## config.mk

```make
export PLATFORM = sky130hd
export DESIGN_NAME = bcd_digit_counter
export DESIGN_NICKNAME = d
export VERILOG_FILES = /design/src/rtl/bcd_pkg.sv /design/src/rtl/bcd_digit_cell.sv /design/src/rtl/bcd_digit_counter.sv
export SDC_FILE = /design/constraint.sdc
export NUM_CORES = 1
export LEC_CHECK = 0
export CAP_MARGIN = 0
export CORE_UTILIZATION = 30
export CTS_CLUSTER_DIAMETER = 100
export DETAILED_ROUTE_END_ITERATION = 12
export PLACE_DENSITY_LB_ADDON = 0.12
export SLEW_MARGIN = 20
export SYNTH_ARGS = -nofsm -noshare
export SYNTH_HDL_FRONTEND = slang
export SYNTH_SLANG_ARGS = --single-unit
```

## constraint.sdc

```tcl
create_clock -name clk -period 2.6 [get_ports clk]
set_input_delay 0.52 -clock clk [delete_from_list [all_inputs] [get_ports clk]]
set_output_delay 0.52 -clock clk [all_outputs]
set_load 0.005 [all_outputs]
```

## src/rtl/bcd_pkg.sv

```systemverilog
// Shared definitions for the BCD digit counter.
//
// Contents:
//   BCD_W      width of one BCD digit
//   BCD_MAX    largest legal digit value (9)
//   BCD_MIN    smallest legal digit value (0)
//   bcd_digit_t  one BCD digit
//   bcd_valid()  1 when a 4-bit value is a legal BCD digit
//   bin2gray4()  4-bit binary-reflected Gray code of a digit, used only when
//                BCD_COUNTER_GRAY_OUT_EN is defined

package bcd_pkg;

  localparam int unsigned BCD_W = 4;

  typedef logic [BCD_W-1:0] bcd_digit_t;

  localparam bcd_digit_t BCD_MAX = 4'd9;
  localparam bcd_digit_t BCD_MIN = 4'd0;

  function automatic logic bcd_valid(input bcd_digit_t digit);
    return (digit <= BCD_MAX);
  endfunction

  // g3 = b3, gk = bk ^ bk+1
  function automatic bcd_digit_t bin2gray4(input bcd_digit_t digit);
    return digit ^ (digit >> 1);
  endfunction

endpackage

```

## src/rtl/bcd_digit_cell.sv

```systemverilog
// One decade of the BCD counter: a single digit register with its own
// load, wrap and carry/borrow logic.
//
// Optional build macro: BCD_COUNTER_GRAY_OUT_EN adds the registered 'gray'
// output (Gray code of the digit, aligned with 'digit').
//
// Ports:
//   clk         rising-edge clock
//   reset       synchronous active-high reset, clears the digit to 0
//   step_in     carry (up) / borrow (down) from the lower decade; digit 0 gets en
//   up_dn       1 = count up, 0 = count down
//   load        parallel load strobe, overrides step_in
//   load_digit  digit to load; an illegal value (>9) is stored as 0
//   digit       registered digit value, always 0..9
//   step_out    step_in gated by the digit sitting at its wrap point
//   invalid     combinational: load_digit is not a legal BCD digit
//   gray        (optional) registered Gray code of digit

module bcd_digit_cell
  import bcd_pkg::*;
(
  input  logic             clk,
  input  logic             reset,
  input  logic             step_in,
  input  logic             up_dn,
  input  logic             load,
  input  logic [BCD_W-1:0] load_digit,
  output logic [BCD_W-1:0] digit,
  output logic             step_out,
  output logic             invalid
`ifdef BCD_COUNTER_GRAY_OUT_EN
  ,
  output logic [BCD_W-1:0] gray
`endif
);

  bcd_digit_t digit_q, digit_d;
  logic       at_wrap;

  // The digit is at the point where the next step in this direction wraps.
  always_comb begin
    at_wrap = up_dn ? (digit_q == BCD_MAX) : (digit_q == BCD_MIN);
  end

  always_comb begin
    step_out = step_in & at_wrap;
    invalid  = ~bcd_valid(load_digit);
  end

  always_comb begin
    digit_d = digit_q;
    if (load) begin
      digit_d = invalid ? BCD_MIN : load_digit;
    end else if (step_in) begin
      if (up_dn) begin
        digit_d = at_wrap ? BCD_MIN : digit_q + 4'd1;
      end else begin
        digit_d = at_wrap ? BCD_MAX : digit_q - 4'd1;
      end
    end
  end

  always_ff @(posedge clk) begin
    if (reset) begin
      digit_q <= BCD_MIN;
    end else begin
      digit_q <= digit_d;
    end
  end

  assign digit = digit_q;

`ifdef BCD_COUNTER_GRAY_OUT_EN
  bcd_digit_t gray_q;

  // Encode the next-state value so the Gray register lines up with digit_q.
  always_ff @(posedge clk) begin
    if (reset) begin
      gray_q <= '0;
    end else begin
      gray_q <= bin2gray4(digit_d);
    end
  end

  assign gray = gray_q;
`endif

endmodule

```

## src/rtl/bcd_digit_counter.sv

```systemverilog
// Synchronous multi-digit BCD up/down counter with enable, parallel load
// (illegal digits load as 0 and flag load_err) and a terminal-count output
// suitable for cascading: tc of one stage drives en of the next, with
// up_dn shared between stages.
//
// Optional build macro: BCD_COUNTER_GRAY_OUT_EN adds gray_out, the per-digit
// Gray code of bcd_out, registered with it (same cycle alignment).
//
// Parameters:
//   DIGITS    number of BCD digits (1..8); count width is 4*DIGITS
//
// Ports:
//   clk       rising-edge clock
//   reset     synchronous active-high reset
//   en        count enable, one step per cycle
//   up_dn     1 = up, 0 = down
//   load      parallel load strobe (priority over en)
//   load_val  BCD value to load, digit 0 in bits [3:0]
//   bcd_out   registered count
//   tc        combinational terminal count: en & (up_dn ? all 9s : all 0s)
//   load_err  registered, high for the cycle after a load with a digit > 9
//   gray_out  (optional) registered per-digit Gray code of bcd_out

module bcd_digit_counter
  import bcd_pkg::*;
#(
  parameter int unsigned DIGITS = 2
) (
  input  logic                  clk,
  input  logic                  reset,
  input  logic                  en,
  input  logic                  up_dn,
  input  logic                  load,
  input  logic [4*DIGITS-1:0]   load_val,
  output logic [4*DIGITS-1:0]   bcd_out,
  output logic                  tc,
  output logic                  load_err
`ifdef BCD_COUNTER_GRAY_OUT_EN
  ,
  output logic [4*DIGITS-1:0]   gray_out
`endif
);

  // step[i] is the carry/borrow into digit i; step[0] is the enable itself,
  // so step[DIGITS] is high exactly when every digit is at its wrap point.
  logic [DIGITS:0]   step;
  logic [DIGITS-1:0] invalid;
  logic              load_err_q;

  assign step[0] = en;

  for (genvar i = 0; i < DIGITS; i++) begin : g_digit
    bcd_digit_cell u_cell (
      .clk        (clk),
      .reset      (reset),
      .step_in    (step[i]),
      .up_dn      (up_dn),
      .load       (load),
      .load_digit (load_val[4*i +: 4]),
      .digit      (bcd_out[4*i +: 4]),
      .step_out   (step[i+1]),
      .invalid    (invalid[i])
`ifdef BCD_COUNTER_GRAY_OUT_EN
      ,
      .gray       (gray_out[4*i +: 4])
`endif
    );
  end

  assign tc = step[DIGITS];

  always_ff @(posedge clk) begin
    if (reset) begin
      load_err_q <= 1'b0;
    end else begin
      load_err_q <= load & (|invalid);
    end
  end

  assign load_err = load_err_q;

endmodule
```

# Word-level counts from Yosys, hierarchy flattened
# Index checks and enable logic that the tools add are counted.
# W data, S select, Z words.
# word_totals
in_bits	13
out_inout_bits	10
ff_bits	9
# classes
n_bitwise	5
n_eq_ne	2
add_sub_neg	4
order_cmp	2
n_mux	14
n_reduce_logical	5
# ops
cell	n
$mux W4	12
$add A4 B1 Y4 const B	2
$eq A4 B4 Y1 const B	2
$le A4 B4 Y1 const B	2
$logic_not A4 Y1	2
$sub A4 B1 Y4 const B	2
$reduce_bool A2 Y1	2
$and A1 B1 Y1	3
$mux W1	2
$not A1 Y1	2
$reduce_or A2 Y1	1

# Depth between registers and ports, before layout
# logic_depth
depth_word	6
depth_mapped	7
mapped_depth_nobuf	7

# Modules after synthesis
# A second synthesis with hierarchy kept.
# hier_totals
cells_unflattened	113
hier_area_um2	834.6
# by_module_without_submodules
mod	cells_each	instances	area_per_inst_um2	seq_area_each_um2
bcd_digit_cell	55	2	399.1	80.1
bcd_digit_counter	3	1	36.3	20.0

# Least setup slack after synthesis
# OpenSTA, ideal clock, no wires.
# synth_path
path_type	in2out
startpoint	in up_dn
endpoint	out tc
required_time_ps	2080
path_buffers	2
cell_stages	4
slack_ps	759
arrival_ps	1321
path_cell_list	buf_6 buf_2 o31ai_1 and2_2
# synth_via
elab_chain_len	3
# synth_rtl
element	line_no	source
from (decl)	bcd_digit_counter.sv:32	input logic up_dn,
$mux W1	bcd_digit_cell.sv:42	at_wrap = up_dn ? (digit_q == BCD_MAX) : (digit_q == BCD_MIN);
$and A1 B1 Y1	bcd_digit_cell.sv:46	step_out = step_in & at_wrap;
$and A1 B1 Y1 (*)	bcd_digit_cell.sv:46	
to (decl)	bcd_digit_counter.sv:36	output logic tc,
# Every way passes the cells marked *; elsewhere a longest branch is shown, timed or not.

# Worst setup path in the final report
# layout_path
startpoint	in en
endpoint	out tc
# layout_via
elab_chain_len	2
# layout_rtl
element	line_no	source
from (decl)	bcd_digit_counter.sv:31	input logic en,
$and A1 B1 Y1 (2 in a row)	bcd_digit_cell.sv:46	
# No other way between the ends.

==> impl_results.md <==
- Outcome: complete, but fails checks
- Failing checks: DRC
- Worst hold margin: 0.649 ns
- Core Box Area: around 2800 µm²
- Hold Path Stages: 3
- Final ANT Viol Nets: 0
- Design area: 1200 µm²
- Fmax: 403 MHz
- Layout cells sized above 1: 17.4%
- Htree depth: 1
- CTS max path bufs: 2
- Total number of vias: about 930
- Finish-stage setup viols: 0
- Critical Path AT: 1.96 ns
- Cells taking the most area after synthesis: dfxtp_1 (20%), ha_1 (8.4%), nand2b_1 (4.2%)
- Netlist cell types: 42
- Detailed Place HPWL: approximately 1800 µm
- Crit-path slowest cell: clkdlybuf4s50_1
- WHS Endpoint: g_digit[0].u_cell.digit[0]$_SDFFE_PP0P_
- Hold Startpoint: g_digit[0].u_cell.digit[0]$_SDFFE_PP0P_
- Avg Cell Area, Syn: 8.09 µm²
- DRT Wirelength: 2370 µm
- Worst r2r path cells: 8
- Max_slew headroom: 71.6%
- Async SR Flop Fraction: 0%
- Post-synth top area share: 20.1%
- LEAKAGE: 0.432 nW
- Mapped Area: around 900 µm²
- Crit. End Element: primary output
- Hold Buf Count CTS: 0
- Fin. max-slew vios: 0
- CP Depth: 5
- Post-synth EDFFs: 0
- Most used cell, CP: clkdlybuf4s50_1
- TritonCTS Sinks: 9
- Multi-input logic area: 637 µm²
- CTS buffer count: 3
- Final nets: 158
- CTS tree: done
- GRT overflow: 0
- Starting DRT DRC Count: 37
- Min Tclk post-route: ~2.5 ns
- Per-cell routed wire length: 14.0 µm
- WP buf/inv: 3
- Ports: 23
- Die Span X: 56.7 µm
- Largest area contributor in the netlist: dfxtp_1
- Clock latency on the worst-skew pair: 0.26 ns
- Critical path fanouts, max: 3
- Number of buffers added on ports: 22
- Synth Instances: between 100 and 150
- Setup TNS: 0 ns
- Worst clock skew: roughly 0.0022 ns
- Vias per cell: 5.51
- Register area: 181 µm²
- # DRC: 3
- CP Cell Sequence: clkdlybuf4s50_1 > inv_1 > nor3_4 > and2_2 > clkdlybuf4s50_1
- Final Hold Viols: 0
- Worst setup SP type: input pin
- Placer congestion estimate: 0.827
- CTS Root Cell: clkbuf_4
- Number of global-route vias before repair: 888
- Initial DRT Pass Iterations: 8
- Die ar.: 3220 µm²
- FILL cells: 295
- Row cnt: 19
- Top FF cell, synth: dfxtp_1
- Yosys warnings: 0
- Min-delay worst type: reg -> reg
- Required time worst endpoint: 2.08 ns
- Seq/Total Area, Yosys: 20.1%
- Max Cap Viol: 0
- Largest net degree at the start of global routing: 13
- R2r startpoint: g_digit[0].u_cell.digit[0]$_SDFFE_PP0P_
- Crit path max-delay family: buffers and inverters
- Kind of critical path: in -> out
- PD cells: 368 nW/µm²
- Die height: 56.7 µm
- Clock transition at the registers of the reported paths: approximately 0.07 ns
- DP Area: 1160 µm²
- Final Cycle Share: a little over nine tenths
- Initial antenna violation count: 0
- Area growth syn-to-layout: 34.0%
- Starting Density: 32.0%
- First-pass GRT wire length: 3930 µm
- Slowest stage delay, CP: 0.50 ns
- Worst Max-Slew Pin Slew: 0.425 ns
- Total GRT Usage: 15.7%
- Worst IR Drop VDD: 0.000278 V
- R2R Path End: g_digit[1].u_cell.digit[3]$_SDFFE_PP0P_
- Yosys reg bits: 9
- R2R Setup Slk: 0.84 ns
- Antenna Diode Count: 0
- Syn nets: 130
- Synth cell count leaders: dfxtp_1 (9), inv_1 (9), nand2_1 (8), nor2_1 (8)
-- repair_timing --
| action | in CTS | in global routing |
|---|---|---|
| resized for setup | 1 | 3 |
| buffers inserted | 0 | 1 |
| endpoints found under the setup margin | 1 | 1 |
-- report_power, final --
group / leakage [nW] / total (W) / switching (W) / internal, W
Clock: 0.0150 / 0.000113 / 0.0000541 / 0.0000593
Sequential: 0.0744 / 0.000164 / 0.0000163 / 0.000147
Combinational: 0.343 / 0.000166 / 0.0000769 / 0.0000895
Total: 0.432 / 0.000443 / 0.000147 / 0.000296
-- placed cells by master (no fill, tap or decap), types with 2 or more instances in the layout --
master,netlist,final
o21ai_0,5,5
nand2_1,8,8
ha_1,6,5
nand4b_1,2,2
nand4_1,2,2
xnor2_1,2,2
nor4_1,2,2
buf_4,0,9
nor2_1,8,8
inv_1,9,9
clkdlybuf4s50_1,0,21
clkbuf_4,0,3
o211ai_1,2,2
a2111oi_2,2,2
nor3_1,3,3
a221oi_1,3,3
nand2b_1,6,6
dfxtp_1,9,8
a31oi_1,4,4
or3b_1,2,2
nor2b_1,2,2
nand3_1,2,2
a21oi_1,4,4
-- layout make-up --
class,count,area share (%)
clock buffers,4,2.18
inverters,9,2.81
multi-input cells,85,52.9
flip-flops and latches,9,15.1
well taps,31,3.22
repair buffers,31,23.8
-- cell families after synthesis --
kind of cell / count (synthesis) / share of synthesized area (%)
AND/OR/NAND/NOR: 42 / 28.1
AO/OA/AOI/OAI: 32 / 28.3
buffers and inverters: 17 / 9.89
flip-flops: 9 / 20.1
adder cells (fa/ha/maj): 6 / 8.36
XOR/XNOR: 3 / 2.93
multiplexers: 2 / 2.37
-- layer usage --
layer	vias to the layer above	global-route usage, %	share of wire [%]
met1	434	18.7	46
li1	469	-	-
met5	-	0	0
met2	26	27.9	49
met4	0	3.57	0.38
met3	2	4.15	4.1
-- metrics by stage --
step                cells  util, %  worst slack (ns)  power [W]
CTS                   168     42.3            0.0677   0.000444
global route          169     42.9          -0.00541   0.000472
finish                169     42.9             0.118   0.000443
global placement      164     41.4           -0.0880   0.000329
detailed placement    164     41.4            -0.144   0.000330
floorplan             111        -             0.759   0.000262
-- how the worst max path moves through the flow --
stage                                                       start  endpoint
after floorplan                                             up_dn        tc
after global placement                                      up_dn        tc
after detailed placement                                    up_dn        tc
after CTS                 g_digit[1].u_cell.digit[0]$_SDFFE_PP0P_        tc
after global routing      g_digit[1].u_cell.digit[1]$_SDFFE_PP0P_        tc
final                                                          en        tc
-- worst register-to-register path: stages, from the launching register on --
cell,delay (ns)
dfxtp_1,0.31
inv_1,0.08
ha_2,0.20
nor3b_4,0.21
buf_4,0.13
nand2b_1,0.09
o21a_1,0.24
a2111oi_2,0.27
a2111oi_2,0.09
-- registers in the layout, summed over array words and instances, names as in the netlist --
name,flops
g_digit.u_cell.digit,8
load_err,1
(Power assumes the default switching activity.)
